===== src/rtl/hps_pio_link.sv =====
`default_nettype none
// ============================================================================
// Module   : hps_pio_link
// Purpose  : Link layer between the HPS lightweight-bridge PIO pair and the
//            FPGA processing core. Runs a 4-phase req/ack handshake with HPS
//            software, buffers written bytes in an RX FIFO drained by the
//            core, and returns core result bytes from a TX FIFO to the HPS.
// Ports    : clk, reset       - system clock, async active-high reset
//            pio_in[31:0]     - HPS word: [31] req, [30] start, [29] dir,
//                               [7:0] write data
//            pio_out[31:0]    - status: [31] ack, [30] tx_avail,
//                               [29] rx_full, [28] protocol_err,
//                               [7:0] read data
//            rx_data/rx_valid/rx_ready - RX stream towards the core
//            tx_data/tx_valid/tx_ready - TX stream from the core
//            frame_start      - one-cycle pulse on an accepted start
//            link_state[2:0]  - debug state code
// Revision : 1.0 - initial release
// ============================================================================
module hps_pio_link #(
    parameter int SYNC_STAGES = 3,
    parameter int RX_DEPTH    = 16,
    parameter int TX_DEPTH    = 8
) (
    input  logic        clk,
    input  logic        reset,
    input  logic [31:0] pio_in,
    output logic [31:0] pio_out,
    output logic [7:0]  rx_data,
    output logic        rx_valid,
    input  logic        rx_ready,
    input  logic [7:0]  tx_data,
    input  logic        tx_valid,
    output logic        tx_ready,
    output logic        frame_start,
    output logic [2:0]  link_state
);

    localparam int c_RX_AW = $clog2(RX_DEPTH);
    localparam int c_TX_AW = $clog2(TX_DEPTH);
    localparam logic [c_RX_AW:0] c_RX_PTR_ONE = {{c_RX_AW{1'b0}}, 1'b1};
    localparam logic [c_TX_AW:0] c_TX_PTR_ONE = {{c_TX_AW{1'b0}}, 1'b1};

    localparam logic [2:0] c_ST_IDLE  = 3'b000;
    localparam logic [2:0] c_ST_WRITE = 3'b001;
    localparam logic [2:0] c_ST_READ  = 3'b010;
    localparam logic [2:0] c_ST_ACK   = 3'b100;

    // ------------------------------------------------------------------
    // Synchronizers and rising-edge detection for req and start
    // ------------------------------------------------------------------
    logic [SYNC_STAGES-1:0] r_req_sync;
    logic [SYNC_STAGES-1:0] r_start_sync;
    logic                   r_req_prev;
    logic                   r_start_prev;
    logic                   w_req_lvl;
    logic                   w_start_lvl;
    logic                   w_req_rise;
    logic                   w_start_rise;

    always_ff @(posedge clk or posedge reset) begin
        if (reset) begin
            r_req_sync   <= '0;
            r_start_sync <= '0;
            r_req_prev   <= 1'b0;
            r_start_prev <= 1'b0;
        end else begin
            r_req_sync   <= {r_req_sync[SYNC_STAGES-2:0], pio_in[31]};
            r_start_sync <= {r_start_sync[SYNC_STAGES-2:0], pio_in[30]};
            r_req_prev   <= w_req_lvl;
            r_start_prev <= w_start_lvl;
        end
    end

    assign w_req_lvl    = r_req_sync[SYNC_STAGES-1];
    assign w_start_lvl  = r_start_sync[SYNC_STAGES-1];
    assign w_req_rise   = w_req_lvl & ~r_req_prev;
    assign w_start_rise = w_start_lvl & ~r_start_prev;

    // ------------------------------------------------------------------
    // Link state machine
    // ------------------------------------------------------------------
    logic [2:0] r_state;
    logic [7:0] r_hold;
    logic [7:0] r_rd_reg;
    logic       r_proto_err;
    logic       r_frame_start;
    logic       w_flush;

    logic       w_rx_full;
    logic       w_rx_empty;
    logic       w_tx_full;
    logic       w_tx_empty;
    logic [7:0] w_tx_head;

    // An accepted start is only one seen while idle; it empties both FIFOs.
    assign w_flush = (r_state == c_ST_IDLE) && w_start_rise;

    always_ff @(posedge clk or posedge reset) begin
        if (reset) begin
            r_state       <= c_ST_IDLE;
            r_hold        <= 8'h00;
            r_rd_reg      <= 8'h00;
            r_proto_err   <= 1'b0;
            r_frame_start <= 1'b0;
        end else begin
            r_frame_start <= 1'b0;
            case (r_state)
                c_ST_IDLE: begin
                    // Start wins over a coincident req edge; that req edge is lost.
                    if (w_start_rise) begin
                        r_proto_err   <= 1'b0;
                        r_frame_start <= 1'b1;
                    end else if (w_req_rise) begin
                        r_hold  <= pio_in[7:0];
                        r_state <= pio_in[29] ? c_ST_READ : c_ST_WRITE;
                    end
                end
                c_ST_WRITE: begin
                    if (!w_rx_full) begin
                        r_state <= c_ST_ACK;
                    end
                end
                c_ST_READ: begin
                    if (!w_tx_empty) begin
                        r_rd_reg <= w_tx_head;
                        r_state  <= c_ST_ACK;
                    end
                end
                c_ST_ACK: begin
                    if (!w_req_lvl) begin
                        r_state <= c_ST_IDLE;
                    end
                end
                default: begin
                    r_state <= c_ST_IDLE;
                end
            endcase
            // A start arriving mid-handshake is a software error; remember it.
            if (w_start_rise && (r_state != c_ST_IDLE)) begin
                r_proto_err <= 1'b1;
            end
        end
    end

    // ------------------------------------------------------------------
    // RX FIFO: link pushes the held byte, core pops
    // ------------------------------------------------------------------
    logic [7:0]       r_rx_mem [RX_DEPTH];
    logic [c_RX_AW:0] r_rx_wr;
    logic [c_RX_AW:0] r_rx_rd;
    logic             w_rx_push;
    logic             w_rx_pop;

    assign w_rx_empty = (r_rx_wr == r_rx_rd);
    assign w_rx_full  = (r_rx_wr[c_RX_AW] != r_rx_rd[c_RX_AW]) &&
                        (r_rx_wr[c_RX_AW-1:0] == r_rx_rd[c_RX_AW-1:0]);
    assign w_rx_push  = (r_state == c_ST_WRITE) && !w_rx_full;
    assign w_rx_pop   = !w_rx_empty && rx_ready;

    always_ff @(posedge clk) begin
        if (w_rx_push) begin
            r_rx_mem[r_rx_wr[c_RX_AW-1:0]] <= r_hold;
        end
    end

    always_ff @(posedge clk or posedge reset) begin
        if (reset) begin
            r_rx_wr <= '0;
            r_rx_rd <= '0;
        end else if (w_flush) begin
            r_rx_wr <= '0;
            r_rx_rd <= '0;
        end else begin
            if (w_rx_push) begin
                r_rx_wr <= r_rx_wr + c_RX_PTR_ONE;
            end
            if (w_rx_pop) begin
                r_rx_rd <= r_rx_rd + c_RX_PTR_ONE;
            end
        end
    end

    // ------------------------------------------------------------------
    // TX FIFO: core pushes, link pops into the read-data register
    // ------------------------------------------------------------------
    logic [7:0]       r_tx_mem [TX_DEPTH];
    logic [c_TX_AW:0] r_tx_wr;
    logic [c_TX_AW:0] r_tx_rd;
    logic             w_tx_push;
    logic             w_tx_pop;

    assign w_tx_empty = (r_tx_wr == r_tx_rd);
    assign w_tx_full  = (r_tx_wr[c_TX_AW] != r_tx_rd[c_TX_AW]) &&
                        (r_tx_wr[c_TX_AW-1:0] == r_tx_rd[c_TX_AW-1:0]);
    assign w_tx_push  = tx_valid && !w_tx_full;
    assign w_tx_pop   = (r_state == c_ST_READ) && !w_tx_empty;
    assign w_tx_head  = r_tx_mem[r_tx_rd[c_TX_AW-1:0]];

    always_ff @(posedge clk) begin
        if (w_tx_push) begin
            r_tx_mem[r_tx_wr[c_TX_AW-1:0]] <= tx_data;
        end
    end

    always_ff @(posedge clk or posedge reset) begin
        if (reset) begin
            r_tx_wr <= '0;
            r_tx_rd <= '0;
        end else if (w_flush) begin
            r_tx_wr <= '0;
            r_tx_rd <= '0;
        end else begin
            if (w_tx_push) begin
                r_tx_wr <= r_tx_wr + c_TX_PTR_ONE;
            end
            if (w_tx_pop) begin
                r_tx_rd <= r_tx_rd + c_TX_PTR_ONE;
            end
        end
    end

    // ------------------------------------------------------------------
    // Outputs
    // ------------------------------------------------------------------
    logic w_unused;
    assign w_unused = &{1'b0, pio_in[28:8]};

    assign pio_out     = {(r_state == c_ST_ACK), !w_tx_empty, w_rx_full,
                          r_proto_err, 20'h00000, r_rd_reg};
    assign rx_data     = r_rx_mem[r_rx_rd[c_RX_AW-1:0]];
    assign rx_valid    = !w_rx_empty;
    assign tx_ready    = !w_tx_full;
    assign frame_start = r_frame_start;
    assign link_state  = r_state;

endmodule
`default_nettype wire

===== config.mk =====
export PLATFORM = sky130hd
export DESIGN_NAME = hps_pio_link
export DESIGN_NICKNAME = d
export VERILOG_FILES = /design/src/rtl/hps_pio_link.sv
export SDC_FILE = /design/constraint.sdc
export NUM_CORES = 1
export LEC_CHECK = 0
export CORE_MARGIN = 3
export CORE_UTILIZATION = 50
export DETAILED_ROUTE_END_ITERATION = 10
export GPL_TIMING_DRIVEN = 1
export PLACE_DENSITY_LB_ADDON = 0.12
export SETUP_SLACK_MARGIN = 0.2
export SLEW_MARGIN = 20
export SYNTH_ARGS = -nofsm -noshare
export SYNTH_HDL_FRONTEND = slang
export SYNTH_SLANG_ARGS = --single-unit

===== constraint.sdc =====
create_clock -name clk -period 3.7 [get_ports clk]
set_input_delay 0.555 -clock clk [delete_from_list [all_inputs] [get_ports clk]]
set_output_delay 0.555 -clock clk [all_outputs]
set_load 0.01 [all_outputs]

==> results of run 1 <==
==> metrics by stage <==
stage / instances / utilization [%] / total power, mW / setup slack (ps)
2_1_floorplan: 565 / - / 5.01 / 1530
3_5_place_dp: 844 / 55.3 / 5.71 / 677
6_report: 890 / 59.5 / 7.98 / 367
5_1_grt: 890 / 59.5 / 8.40 / 239
3_3_place_gp: 844 / 55.3 / 5.65 / 684
4_1_cts: 886 / 59.3 / 8.04 / 230
==> timing repair <==
item | 4_1_cts | 5_1_grt
endpoints found under the hold margin | 0 | 0
endpoints found under the setup margin | 5 | 5
gates resized for setup | 1 | 1
buffers inserted | 0 | 4
==> cells by family after synthesis <==
family                   Yosys count  synth area share [%]
multiplexers                      76                  14.4
AND/OR/NAND/NOR                  101                  5.37
buffers and inverters             57                  4.19
XOR/XNOR                          21                  1.87
adder cells (fa/ha/maj)            7                 0.889
AO/OA/AOI/OAI                     44                  2.76
flip-flops                       239                  70.4
other                              1                0.0381
==> layout by cell type, fill, tap and decap left out, types with 16 or more instances in the layout <==
cell type,instances
nor2_1,16
clkdlybuf4s50_1,48
conb_1,20
nand2_1,26
and3_1,17
mux2i_1,20
buf_4,22
edfxtp_1,192
clkbuf_16,25
dfrtp_1,45
mux4_2,34
==> power by group through the flow <==
stage	Clock, mW	Combinational (mW)	Sequential [mW]
after floorplan	0	1.36	3.65
final	2.32	1.89	3.78
after global placement	0	1.83	3.82
after CTS	2.37	1.86	3.81
after global routing	2.49	2.07	3.84
after detailed placement	0	1.85	3.86
==> cell type report <==
type                       instances  area [sq um]
inverter                           8          31.3
clock buffer                      34           669
multi-input combinational        269          2570
fill                            1444          7700
sequential                       239          6950
timing repair buffer              72           686
tap                              260           325
clock inverter                     8          87.6
==> path summary, 6_finish.rpt <==
check,end,start,slack (ps),depth (start not counted)
max in group asynchronous,r_rx_rd[0],reset,2570,2
hold / removal,r_req_sync[2],r_req_sync[1],350,0
setup / recovery,rx_data[1],r_rx_rd[0],370,5
hold reg to reg,r_req_sync[2],r_req_sync[1],350,0
setup reg to reg,r_rx_mem[13][3],r_rx_rd[2],1180,5
min in group asynchronous,link_state[1],reset,530,2
==> metal layers <==
layer  share of wire, %  global-route usage, %
met5                  0                      0
met4                1.8                   3.95
met3                3.5                   2.51
met2                 52                   31.4
met1                 42                   22.4
==> qor.txt, run 1 <==
Status -> completed
Die area -> 0.0214 sq mm
Layout overhead on the synthesized area -> 14.8%
Power per cell area -> 705 mW/mm^2
H-tree depth -> 1
Clock transition at path regs -> 60 ps
Post-synth top flop -> edfxtp_1
DRC -> 0
DRT antenna net count -> 0
Buffers on Ports -> 48
Worst path buffer plus inverter count -> 2
Kind of end point of the critical path -> output port
Post-synth top area cell -> edfxtp_1
RSZ-0062 raised after global routing -> false
CTS Buf Count -> 24
Worst EP required -> 3140 ps
Pint -> 5.77 mW
Number of flip-flops in the largest register -> 128
DR vias/cell -> 5.48
Final setup TNS -> 0 ps
Max-cap violations -> 0
Syn avg cell area -> 18.0 sq um
Min-Delay Path Class -> reg -> reg
Pins Over Slew Limit -> 0
Clk network pwr share -> 29.0%
DR iter-0 viols -> 243
Pleak -> 3.97 nW
Overall routing resource usage -> 17.4%
Critical path's largest stage delay -> 580 ps
Top cell type's share of synthesized area -> 58.5%
Layout cells sized above 1 -> 16.7%
Synth top cells by count -> 192 x edfxtp_1, 47 x dfrtp_1, 34 x mux4_2
# setup viols final -> 0
Async set-reset flop share out of synthesis -> 19.7%
Clk_skew -> 9.32 ps
Detail Placement HPWL -> 11700 um
Site row count -> 50
Post-layout min period -> 3330 ps
Post-synth EDFFs -> 192
Setup CP Type -> reg -> out
First-pass GRT wire length -> 29000 um
Hold Buf Count CTS -> 0
Fin crit share -> 90.1%
CP Launch Type -> flop
GP Congestion -> 0.770
CTS tree -> yes
Net switching power -> 2.21 mW
Logic gate share of total power -> 23.6%
FF+latch count, synth -> 239
Max Fclk -> 300 MHz
Core Area -> 0.0190 sq mm
Die X -> 146 um
Starting Density -> 51.8%
Die height -> 146 um
Root Driver -> clkbuf_16
WP data arrival -> 2780 ps
Top cells by area, synth -> edfxtp_1 59%, dfrtp_1 12%, mux4_2 7.8%
Seq pwr share -> 47.4%
Most frequent cell after synthesis -> edfxtp_1
Slew margin rel. -> 42.9%
Routed wire per std cell -> 20.4 um
Initial antenna violation count -> 0
Final hold viol count -> 0
Largest net degree at the start of global routing -> 48
Max clock buf depth -> 3
Final Cell Area -> 0.0113 sq mm
Latest clock arrival within the worst-skew pair -> 500 ps
Switching share of total power -> 27.7%
Placed cell areas -> 0.0105 sq mm
Ports -> 90
Sequential area share after synthesis -> 70.4%
Vias -> 4880
Vias in the first global route -> 5134
Crit Path Max Fanout -> 12
Cell Area, Synth -> 0.00985 sq mm
Antenna Cells -> 0
Final nets -> 665
Global route overflow -> 0
Clk sinks -> 239
DRT Wirelength -> 18200 um
Cells after Synth -> 546
CP top delay family -> buffers and inverters
VDD IR max -> 0.460 mV
DRT Pass-1 Iters -> 4
Worst-Margin Slew -> 856 ps
Worst path slowest cell -> dfrtp_4
Synth warnings -> 0
Yosys cell types -> 45
Hold WS -> 348 ps
Cell Chain, Critical Path -> buf_4 > mux4_1 > a211oi_1 > a21oi_1 > clkdlybuf4s50_1
Note: power is estimated with default switching activity, not from simulation.
==> run 2: changes to the inputs <==
--- a/config.mk
+++ b/config.mk
@@ -10,6 +10,7 @@
 export DETAILED_ROUTE_END_ITERATION = 10
 export GPL_TIMING_DRIVEN = 1
 export PLACE_DENSITY_LB_ADDON = 0.12
+export RECOVER_POWER = 25
 export SETUP_SLACK_MARGIN = 0.2
 export SLEW_MARGIN = 20
 export SYNTH_ARGS = -nofsm -noshare
==> run 2 against run 1 <==
Net effect: critical path depth unchanged; clock skew about the same; register-to-register slack about the same; die area unchanged; final area unchanged; highest routed layer unchanged; via count increased by 0.12%; global-route usage unchanged.
==> qor.txt, run 2 (synthesis gave the netlist of run 1 again) <==
Final hold viol count -> 0
Number of flip-flops in the largest register -> 128
Ports -> 90
Die height -> 146 um
Final Power -> 7.98 mW
Clk sinks -> 239
Overall routing resource usage -> 17.4%
Max clock buf depth -> 3
DR iter-0 viols -> 239
Antenna Cells -> 0
Latest clock arrival within the worst-skew pair -> 500 ps
Status -> completed
Initial antenna violation count -> 0
VDD IR max -> 0.459 mV
Pins Over Slew Limit -> 0
Max Fclk -> 300 MHz
Root Driver -> clkbuf_16
Worst-Margin Slew -> 865 ps
R2r setup slk -> 1180 ps
Power per cell area -> 705 mW/mm^2
Setup CP Type -> reg -> out
Largest net degree at the start of global routing -> 48
DRC -> 0
Min-Delay Path Class -> reg -> reg
Clock transition at path regs -> 60 ps
DRT antenna net count -> 0
Die X -> 146 um
Most frequent cells in the layout -> 192 x edfxtp_1, 45 x dfrtp_1, 38 x clkdlybuf4s50_1
Max-cap violations -> 0
Global route overflow -> 0
RSZ-0062 raised after global routing -> false
Worst EP required -> 3140 ps
Post-layout min period -> 3330 ps
DR vias/cell -> 5.49
Layout overhead on the synthesized area -> 14.8%
Final worst setup slack -> 369 ps
Site row count -> 50
Kind of end point of the critical path -> output port
Hold Buf Count CTS -> 0
DRT Pass-1 Iters -> 4
Final core occ -> 59.5%
Starting Density -> 51.8%
Buffers on Ports -> 48
First-pass GRT wire length -> 29000 um
DRT Wirelength -> 18200 um
Die area -> 0.0214 sq mm
CTS Buf Count -> 24
Clk_skew -> 9.59 ps
Core Area -> 0.0190 sq mm
# setup viols final -> 0
Vias in the first global route -> 5134
Fin crit share -> 90.0%
Crit Path Max Fanout -> 12
Commonest non-fill, non-tap cell in the layout -> edfxtp_1
Final nets -> 665
Vias -> 4886
Pleak -> 3.97 nW
Placement Setup Slack -> 677 ps
GP Congestion -> 0.770
Routed wire per std cell -> 20.5 um
Slew margin rel. -> 42.2%
H-tree depth -> 1
WP data arrival -> 2780 ps
Layout cells sized above 1 -> 16.7%
Detail Placement HPWL -> 11700 um
Final setup TNS -> 0 ps
CTS tree -> yes
CP Launch Type -> flop
## run 2: stage by stage
step | area (sq um) | hold slack (ps) | instances
after floorplan | 9930 | 331 | 565
final | 11300 | 348 | 890
after global routing | 11300 | 349 | 890
after global placement | 10500 | 332 | 844
after CTS | 11300 | 352 | 886
after detailed placement | 10500 | 337 | 844
## run 2: final timing paths
kind,start,endpoint,cells past startpoint
worst max register to register,r_rx_rd[2],r_rx_mem[13][3],5
max in group asynchronous,reset,r_rx_rd[0],2
min in group asynchronous,reset,link_state[1],2
worst min-delay path,r_req_sync[1],r_req_sync[2],0
worst min register to register,r_req_sync[1],r_req_sync[2],0
worst max-delay path,r_rx_rd[0],rx_data[1],5
## run 2: power breakdown
group / leakage [nW] / total, mW / switching [mW] / internal [mW]
Clock: 0.372 / 2.31 / 0.922 / 1.39
Combinational: 1.27 / 1.89 / 0.893 / 0.993
Sequential: 2.33 / 3.78 / 0.399 / 3.38
## run 2: critical path, stage by stage (launching register included)
cell	delay [ps]
dfrtp_4	570
buf_4	260
mux4_1	560
a211oi_1	310
a21oi_1	80
clkdlybuf4s50_1	490
## run 2: cell type report
cell class                 instances  area, sq um
timing repair buffer              72          686
sequential                       239         6950
tap                              260          325
fill                            1444         7700
clock buffer                      34          669
multi-input combinational        269         2570
clock inverter                     8         87.6
inverter                           8         31.3
## run 2: repair_timing
item                       CTS  global route
setup endpoints to repair    5             5
buffers inserted             0             4
resized for setup            1             1
## run 2: per-layer routing
| layer | vias up | global-route usage [%] | wire length (um) |
|---|---|---|---|
| li1 | 2234 | - | - |
| met1 | 2523 | 22.4 | 7700 |
| met2 | 104 | 31.4 | 9560 |
| met3 | 25 | 2.51 | 602 |
| met4 | 0 | 3.95 | 338 |
| met5 | - | 0 | 0 |
==> run 3: changes to the inputs <==
--- a/config.mk
+++ b/config.mk
@@ -5,6 +5,7 @@
 export SDC_FILE = /design/constraint.sdc
 export NUM_CORES = 1
 export LEC_CHECK = 0
+export ABC_AREA = 1
 export CORE_MARGIN = 3
 export CORE_UTILIZATION = 50
 export DETAILED_ROUTE_END_ITERATION = 10
==> run 3 against run 2 <==
Net effect: critical path depth is 3 higher; sequential share of layout area is 0.80 points lower; hold slack worse by 0.56 ps; critical path type unchanged; critical endpoint is now rx_data[4]; largest cell class unchanged; largest power group unchanged.
==> qor.txt, run 3 <==
Pins Over Slew Limit -> 0
CP Launch Type -> flop
Starting Density -> 51.4%
# resized after CTS -> 0
Commonest non-fill, non-tap cell in the layout -> edfxtp_1
Status -> completed
Power per cell area -> 751 mW/mm^2
Max clock buf depth -> 3
# setup viols final -> 0
Worst-Margin Slew -> 970 ps
Die X -> 148 um
Synth warnings -> 0
Hold WS -> 348 ps
Top cell type's share of synthesized area -> 57.3%
Hold Buf Count CTS -> 0
Largest net degree at the start of global routing -> 69
Min-Delay Path Class -> reg -> reg
Root Driver -> clkbuf_16
Die height -> 148 um
WP data arrival -> 2760 ps
Post-CTS setup buffers -> 0
Buffers on Ports -> 48
Worst EP required -> 3140 ps
VDD IR max -> 0.457 mV
Synth top cells by count -> 192 x edfxtp_1, 133 x nor2_1, 118 x nand2_1
Placed cell areas -> 0.0107 sq mm
Sequential area share after synthesis -> 69.0%
Cell Area, Synth -> 0.0101 sq mm
FF+latch count, synth -> 239
Site row count -> 51
Vias -> 6397
Latest clock arrival within the worst-skew pair -> 510 ps
Post-synth top flop -> edfxtp_1
CTS tree -> yes
DRT antenna net count -> 0
Setup CP Type -> reg -> out
CTS Buf Count -> 25
DRC -> 0
Most frequent cells in the layout -> 192 x edfxtp_1, 133 x nor2_1, 118 x nand2_1
Kind of end point of the critical path -> output port
Die area -> 0.0219 sq mm
Slew margin rel. -> 35.3%
Global route overflow -> 0
Most frequent cell after synthesis -> edfxtp_1
DR vias/cell -> 5.43
DRT Wirelength -> 21200 um
Async set-reset flop share out of synthesis -> 19.7%
Final nets -> 947
Post-synth top area cell -> edfxtp_1
DRT Pass-1 Iters -> 5
First-pass GRT wire length -> 33500 um
Vias in the first global route -> 6440
Post-layout min period -> 3310 ps
Max-cap violations -> 0
Clock transition at path regs -> 60 ps
Final setup TNS -> 0 ps
Yosys cell types -> 35
Fin crit share -> 89.5%
H-tree depth -> 1
Max Fclk -> 302 MHz
Detail Placement HPWL -> 13300 um
Ports -> 90
Final Cell Area -> 0.0115 sq mm
Clk sinks -> 239
Post-synth EDFFs -> 192
Layout overhead on the synthesized area -> 13.9%
Core Area -> 0.0196 sq mm
Initial antenna violation count -> 0
Clk_skew -> 12.3 ps
Layout cells sized above 1 -> 10.1%
Syn avg cell area -> 11.9 sq um
Pleak -> 4.29 nW
Cells after Synth -> 849
GP Congestion -> 0.780
RSZ-0062 raised after global routing -> false
Top cells by area, synth -> edfxtp_1 57%, dfrtp_1 12%, nor2_1 5.0%
Crit Path Max Fanout -> 68
Routed wire per std cell -> 18.0 um
Number of flip-flops in the largest register -> 128
Antenna Cells -> 0
Final hold viol count -> 0
DR iter-0 viols -> 366
Overall routing resource usage -> 19.4%
R2r setup slk -> 1000 ps
[run 3: cell count changes after synthesis, moves of 14 or more]
cell / delta
mux4_2: -34
o21ai_0: +81
nand3_1: +44
o22ai_1: +32
mux2i_1: -20
inv_1: +14
nand2_1: +92
mux4_1: -14
and3_1: -17
nor2_1: +117
clkbuf_1: +14
[run 3: cell type report]
class | instances | area (sq um)
Clock buffer | 32 | 672
Timing Repair Buffer | 66 | 616
Inverter | 29 | 113
Multi-Input combinational cell | 535 | 2670
Tap cell | 265 | 332
Sequential cell | 239 | 6940
Fill cell | 1628 | 8130
Clock inverter | 13 | 114
[run 3: power by group]
group          internal (mW)  switching (mW)  total (mW)  leakage (nW)
Sequential              3.42           0.425        3.84          2.33
Combinational          0.900            1.48        2.38          1.57
Clock                   1.42           0.961        2.38         0.390
[run 3: final timing paths]
path | from | to | depth (start not counted)
setup / recovery | r_rx_rd[0] | rx_data[4] | 8
hold / removal | r_req_sync[1] | r_req_sync[2] | 0
setup reg to reg | r_rx_rd[0] | r_rx_mem[9][2] | 9
hold reg to reg | r_req_sync[1] | r_req_sync[2] | 0
max in group asynchronous | reset | r_rx_rd[0] | 2
min in group asynchronous | reset | r_req_sync[0] | 2
[run 3: kinds of logic (layout without fill, tap and decap cells)]
logic type	after synthesis	after routing	synth area share (%)
buffers and inverters	94	140	5.06
adders and majority gates	7	7	0.870
other	1	20	0.0373
AOI/OAI and AO/OA	146	146	8.06
and+or+nand+nor	340	340	14.9
xor gates and xnor gates	14	14	1.22
muxes	8	8	0.895
DFF	239	239	69.0
[run 3: metal layers]
| metal | wire length, um | part of all wire [%] | vias up | GRT usage [%] |
|---|---|---|---|---|
| li1 | - | - | 3049 | - |
| met1 | 8940 | 42 | 3181 | 24.5 |
| met2 | 11000 | 52 | 135 | 35.1 |
| met3 | 890 | 4.2 | 32 | 2.79 |
| met4 | 361 | 1.7 | 0 | 5.54 |
| met5 | 0 | 0 | - | 0 |
[run 3: worst max-delay path, stage by stage (launching register included)]
cell and delay [ps]:
dfrtp_2 360, buf_4 550, nor2_1 120, nor2_1 110, o21ai_0 130, o211ai_1 170, nand3_1 170, nand3_1 110
clkdlybuf4s50_1 530
[run 3: stage by stage]
stage / worst slack (ps) / instances / util, % / power, mW
2_1_floorplan: 1650 / 868 / - / 5.37
3_3_place_gp: 916 / 1134 / 54.5 / 6.24
3_5_place_dp: 890 / 1134 / 54.5 / 6.32
4_1_cts: 336 / 1179 / 58.5 / 8.70
5_1_grt: 212 / 1179 / 58.5 / 9.10
6_report: 389 / 1179 / 58.5 / 8.60
